## src/rtl/payload_byte_scheduler.sv

```systemverilog
// Serialises BW*N_PRL sample groups into BW_OUT-bit bytes, PKT_GROUPS groups per packet; first byte 1 cycle after accept.
// Output holds while !m_ready and s_ready drops until the last byte leaves; define SEQ_HEADER_EN for a 4-byte sequence header.
module payload_byte_scheduler #(
  parameter int BW         = 18,
  parameter int N_PRL      = 4,
  parameter int BW_OUT     = 8,
  parameter int PKT_GROUPS = 16
) (
  input  logic              clk,
  input  logic              srst_n,
  input  logic              enable,
  input  logic [BW-1:0]     s_data [N_PRL],
  input  logic              s_valid,
  output logic              s_ready,
  output logic [BW_OUT-1:0] m_data,
  output logic              m_valid,
  input  logic              m_ready,
  output logic              m_last,
  output logic              busy
);

  localparam int W      = BW * N_PRL;
  localparam int NBYTES = W / BW_OUT;
  localparam int BIW    = (NBYTES > 1) ? $clog2(NBYTES) : 1;
  localparam int GW     = (PKT_GROUPS > 1) ? $clog2(PKT_GROUPS) : 1;
  localparam logic [BIW-1:0] LAST_BYTE = BIW'(NBYTES - 1);
  localparam logic [GW-1:0]  LAST_GRP  = GW'(PKT_GROUPS - 1);

  generate
    if ((W % BW_OUT) != 0 || PKT_GROUPS < 1) begin : g_bad_cfg
      $error("payload_byte_scheduler: BW*N_PRL must be a multiple of BW_OUT and PKT_GROUPS must be >= 1");
    end
`ifdef SEQ_HEADER_EN
    if (BW_OUT != 8) begin : g_bad_hdr
      $error("payload_byte_scheduler: the sequence header needs BW_OUT == 8");
    end
`endif
  endgenerate

`ifdef SEQ_HEADER_EN
  typedef enum logic [1:0] {IDLE = 2'd0, SHIFT = 2'd1, HDR = 2'd2} state_t;
`else
  typedef enum logic {IDLE = 1'b0, SHIFT = 1'b1} state_t;
`endif

  state_t         state_q, state_d;
  logic [W-1:0]   word_q, word_d, word_in;
  logic [BIW-1:0] byte_q, byte_d;
  logic [GW-1:0]  grp_q, grp_d, grp_inc, nxt_grp;
  logic           last_byte, slot_free, accept;
`ifdef SEQ_HEADER_EN
  logic [31:0]    seq_q, seq_d, seq_nxt;
  logic [31:0]    hdr_q, hdr_d;
  logic [1:0]     hidx_q, hidx_d;
`endif

  always_comb begin
    word_in = '0;
    for (int i = 0; i < N_PRL; i++) begin
      word_in[W-1-BW*i -: BW] = s_data[i];
    end
  end

  // nxt_grp is the index the next accepted group will get; 0 means it opens a packet
  assign grp_inc   = (grp_q == LAST_GRP) ? '0 : grp_q + 1'b1;
  assign nxt_grp   = (state_q == IDLE) ? grp_q : grp_inc;
  assign last_byte = (state_q == SHIFT) && (byte_q == LAST_BYTE);
  assign slot_free = (state_q == IDLE) || (last_byte && m_ready);
  assign s_ready   = srst_n && slot_free && ((nxt_grp != '0) || enable);
  assign accept    = s_valid && s_ready;
  assign m_valid   = (state_q != IDLE);
  assign m_last    = last_byte && (grp_q == LAST_GRP);
  assign busy      = (state_q != IDLE) || (grp_q != '0);

  always_comb begin
    m_data = '0;
    if (state_q == SHIFT) begin
      m_data = word_q[W-1 -: BW_OUT];
    end
`ifdef SEQ_HEADER_EN
    else if (state_q == HDR) begin
      m_data = hdr_q[31 -: BW_OUT];
    end
`endif
  end

  always_comb begin
    state_d = state_q;
    word_d  = word_q;
    byte_d  = byte_q;
    grp_d   = grp_q;
`ifdef SEQ_HEADER_EN
    seq_nxt = seq_q + {31'd0, (m_last && m_ready)};
    seq_d   = seq_nxt;
    hdr_d   = hdr_q;
    hidx_d  = hidx_q;
`endif
    case (state_q)
      SHIFT: begin
        if (m_ready) begin
          if (byte_q == LAST_BYTE) begin
            grp_d   = grp_inc;
            state_d = IDLE;
          end else begin
            byte_d = byte_q + 1'b1;
            word_d = word_q << BW_OUT;
          end
        end
      end
`ifdef SEQ_HEADER_EN
      HDR: begin
        if (m_ready) begin
          hdr_d  = hdr_q << 8;
          hidx_d = hidx_q + 1'b1;
          if (hidx_q == 2'd3) begin
            state_d = SHIFT;
          end
        end
      end
`endif
      default: ;
    endcase
    // accept only fires from IDLE or on the final byte handshake, so it overrides the above
    if (accept) begin
      word_d  = word_in;
      byte_d  = '0;
      state_d = SHIFT;
`ifdef SEQ_HEADER_EN
      if (nxt_grp == '0) begin
        state_d = HDR;
        hdr_d   = seq_nxt;
        hidx_d  = 2'd0;
      end
`endif
    end
  end

  always_ff @(posedge clk or negedge srst_n) begin
    if (!srst_n) begin
      state_q <= IDLE;
      word_q  <= '0;
      byte_q  <= '0;
      grp_q   <= '0;
`ifdef SEQ_HEADER_EN
      seq_q   <= '0;
      hdr_q   <= '0;
      hidx_q  <= '0;
`endif
    end else begin
      state_q <= state_d;
      word_q  <= word_d;
      byte_q  <= byte_d;
      grp_q   <= grp_d;
`ifdef SEQ_HEADER_EN
      seq_q   <= seq_d;
      hdr_q   <= hdr_d;
      hidx_q  <= hidx_d;
`endif
    end
  end

endmodule

```

## config.mk

```make
export PLATFORM = sky130hd
export DESIGN_NAME = payload_byte_scheduler
export DESIGN_NICKNAME = d
export VERILOG_FILES = /design/src/rtl/payload_byte_scheduler.sv
export SDC_FILE = /design/constraint.sdc
export NUM_CORES = 1
export LEC_CHECK = 0
export BUFFER_PORTS_ARGS = -buffer_cell sky130_fd_sc_hd__buf_2
export CAP_MARGIN = 0
export CORE_AREA = 5 5 117 119
export DETAILED_ROUTE_END_ITERATION = 16
export DIE_AREA = 0 0 122 124
export HOLD_SLACK_MARGIN = 0.12
export PLACE_DENSITY = 0.61
export SLEW_MARGIN = 20
export SYNTH_ARGS = -nofsm -noshare
export SYNTH_HDL_FRONTEND = slang
export SYNTH_SLANG_ARGS = --single-unit
```

## constraint.sdc

```tcl
create_clock -name clk -period 6.75 [get_ports clk]
set_input_delay 1.35 -clock clk [delete_from_list [all_inputs] [get_ports clk]]
set_output_delay 1.35 -clock clk [all_outputs]
set_load 0.01 [all_outputs]
```

==> metrics.md <==
| Metric | Value |
|---|---|
| First-pass GRT wire length | `21000 um` |
| CTS tree | `built` |
| Post-DR wirelength/cell | `18.3 um` |
| Final HPWL DP | `7920 um` |
| CORE AREA | `12500 um^2` |
| Min-delay src | `word_q[5]` |
| I/O pins | `89` |
| Max Fanout on Critical Path | `69` |
| R2r startpoint | `byte_q[0]` |
| Hold Path Depth | `2` |
| Initial core utilization | `36.0%` |
| Largest net degree at the start of global routing | `70` |
| R2R Setup Slk | `3880 ps` |
| Synth Warn # | `0` |
| GRT Residual Overflow | `0` |
| Share of cells above drive strength 1 | `23.9%` |
| Hold EP | `word_q[5]` |
| Int Power | `0.00138 W` |
| RD Place Congestion | `0.813` |
| Post-Synthesis Cells | `478` |
| Clk pin slew, worst setup/hold paths | `60 ps` |
| Synth cell types | `37` |
| Critical Path AT | `3180 ps` |
| Post-synth ARST share | `100%` |
| PortBufs | `88` |
| Post-synth top area cell | `dfrtp_1` |
| # diodes | `0` |
| Die ar. | `15100 um^2` |
| Fin. max-slew vios | `0` |
| NetSw | `0.000803 W` |
| Antenna-violating nets left | `0` |
| Final setup violation count | `0` |
| Layout Nets | `612` |
| Slew margin rel. | `40.2%` |
| Logic pwr share | `37.8%` |
| Area Growth Syn to Fin | `17.9%` |
| WL final | `12900 um` |
| WS Path Type | `primary input to output pin` |
| Vias | `4023` |
| R2r endpoint | `word_q[16]` |
| Slew @ Worst Pin | `896 ps` |
| Delay of the slowest critical-path stage | `580 ps` |
| Sw Ratio | `36.8%` |
| Final clock skew | `11.5 ps` |
| Via-to-Cell Ratio | `5.68` |
| Area of the mapped netlist | `4490 um^2` |
| Iteration count of the initial detailed-routing pass | `4` |
| Maximum buffer depth of the clock tree | `2` |
| Number of gates resized after cts | `0` |
| CP delay by family, top | `buffers and inverters` |
| Total setup buffers inserted after CTS | `0` |
| Final hold vios | `0` |
| Die Y | `124 um` |
| Power share of the sequential group | `39.4%` |
| Pwr Density | `412 nW/um^2` |
| Gr usage total | `17.3%` |
| Initial DRC Count | `455` |
| Hold-fix buffers, CTS | `0` |
| Non-filler cells, final | `708` |
| H-tree levels | `3` |
| Syn nets | `559` |
| Synth top area cells | `dfrtp_1, a211oi_1, a22oi_1` |
| Dpl cells | `692` |
| Sequential element share of the synthesized area | `45.2%` |
| Vias in the first global route | `4029` |
| Seq cells post-synth | `81` |
| Max-cap violations | `0` |
| Critical path, cell by cell | `buf_4 > o21a_1 > o211ai_4 > inv_4 > buf_2` |
| Clk Latency, worst-skew pair | `340 ps` |
| DRC viols | `0` |
| CP Capture Type | `output pin` |
| Fmax | `0.221 GHz` |
| Die Wd | `122 um` |
| Worst min path class | `register to register` |
| Outcome | `complete, no violations` |
| Clock Tree Root | `clkbuf_16` |
| Total negative setup slack | `0 ps` |
| Avg Inst Size Synth | `9.39 um^2` |
| WP data required | `5400 ps` |
| Cell Rows | `41` |
| Period utilisation layout | `67.0%` |
| R2r worst-path depth | `8` |
| Worst setup SP type | `primary input` |
| CTS Buf Count | `9` |
| RSZ-0062 raised after global routing | `false` |
| Clk pwr share | `22.8%` |
| Leakage | `2.67 nW` |
| Max IR drop VDD | `0.237 mV` |
| Min Clock Period, post-route | `4530 ps` |
| Post-synth top area share | `45.2%` |
| Post-synth top flop | `dfrtp_1` |
| EDFF count, synth | `0` |
| Clock sinks | `81` |
| WP buf/inv | `3` |
| Slowest-stage cell, CP | `inv_4` |
| Antenna violations before repair | `0` |
per-layer routing:
| metal | wire length, um | GRT usage [%] | vias up |
|---|---|---|---|
| li1 | - | - | 1896 |
| met1 | 6110 | 24.3 | 1996 |
| met2 | 5970 | 27.3 | 119 |
| met3 | 758 | 4.63 | 12 |
| met4 | 109 | 3.22 | 0 |
| met5 | 0 | 0 | - |
registers in the layout, summed over array words and instances, names as in the netlist:
| register | count |
|---|---|
| byte_q | 4 |
| grp_q | 4 |
| m_valid | 1 |
| word_q | 72 |
stage by stage:
step                worst slack [ps]  hold slack, ps  total power (W)  utilization (%)  cell area (um^2)
finish                          2220             561          0.00218             42.4              5290
floorplan                       3190             518          0.00146                -              4490
CTS                             2170             547          0.00219             42.4              5290
global route                    2060             590          0.00234             42.4              5290
global placement                2190             540          0.00166             40.0              4980
detailed placement              2170             535          0.00169             40.0              4980
Yosys cell counts (2+ instances only):
library cell / count
and4b_1: 2
o21ai_0: 2
a22oi_2: 10
inv_1: 7
a21oi_1: 4
o22ai_1: 9
dfrtp_1: 81
ha_1: 4
xnor2_1: 2
buf_6: 2
clkbuf_1: 38
nor2b_1: 3
nand3_1: 12
a211oi_1: 64
nor2_1: 64
nand2_1: 13
and2_1: 10
buf_2: 11
nand4_1: 2
nor3_1: 2
a22oi_1: 54
nand3b_1: 2
xor2_1: 3
and3_1: 64
worst max path at each step:
stage                     cells after the start  slack [ps]  startpoint      end
after floorplan                               5        3190     m_ready  s_ready
after global placement                        5        2190      srst_n  s_ready
after detailed placement                      5        2170      srst_n  s_ready
after CTS                                     5        2170      srst_n  s_ready
after global routing                          5        2060      srst_n  s_ready
final                                         5        2220      srst_n  s_ready
cell type report:
| class | count | area, um^2 |
|---|---|---|
| clock buffer | 10 | 239 |
| clock inverter | 6 | 67.6 |
| fill | 1231 | 7180 |
| inverter | 8 | 33.8 |
| multi-input combinational | 337 | 2220 |
| sequential | 81 | 2030 |
| tap | 172 | 215 |
| timing repair buffer | 94 | 488 |
power groups by stage:
stage               Combinational [W]  Sequential, W  Clock [W]
floorplan                    0.000654       0.000803          0
global placement             0.000802       0.000856          0
detailed placement           0.000825       0.000862          0
CTS                          0.000831       0.000856   0.000507
global route                 0.000925       0.000885   0.000532
finish                       0.000824       0.000859   0.000498
cells by family (layout without fill, tap and decap cells):
group	after synthesis	in the layout	share of synthesized area, %
AND/OR/NAND/NOR	174	174	19.8
AO/OA/AOI/OAI	152	152	26.7
buffers and inverters	60	118	5.72
multiplexers	2	2	0.474
flip-flops	81	81	45.2
XOR/XNOR	5	5	0.976
adder cells (fa/ha/maj)	4	4	1.12
tightest hold or removal path, cell delays in order, from the launching register on:
cell	delay, ps
dfrtp_1	370
nand3_1	80
o22ai_1	70
placed cells by master (no fill, tap or decap), types with 2 or more instances in the layout:
master / count
buf_2: 87
dfrtp_1: 81
nor2_1: 64
and3_1: 64
a211oi_1: 64
a22oi_1: 54
nand3_1: 12
nand2_1: 12
a22oi_2: 10
and2_1: 9
o22ai_1: 9
clkbuf_16: 9
buf_4: 7
inv_1: 6
a21oi_1: 4
ha_1: 4
xor2_1: 3
nor2b_1: 3
nand3b_1: 2
and4b_1: 2
nor3_1: 2
nand4_1: 2
clkinv_2: 2
xnor2_1: 2
o21ai_0: 2
clkinv_4: 2
clkinvlp_4: 2
(Power assumes the default switching activity.)
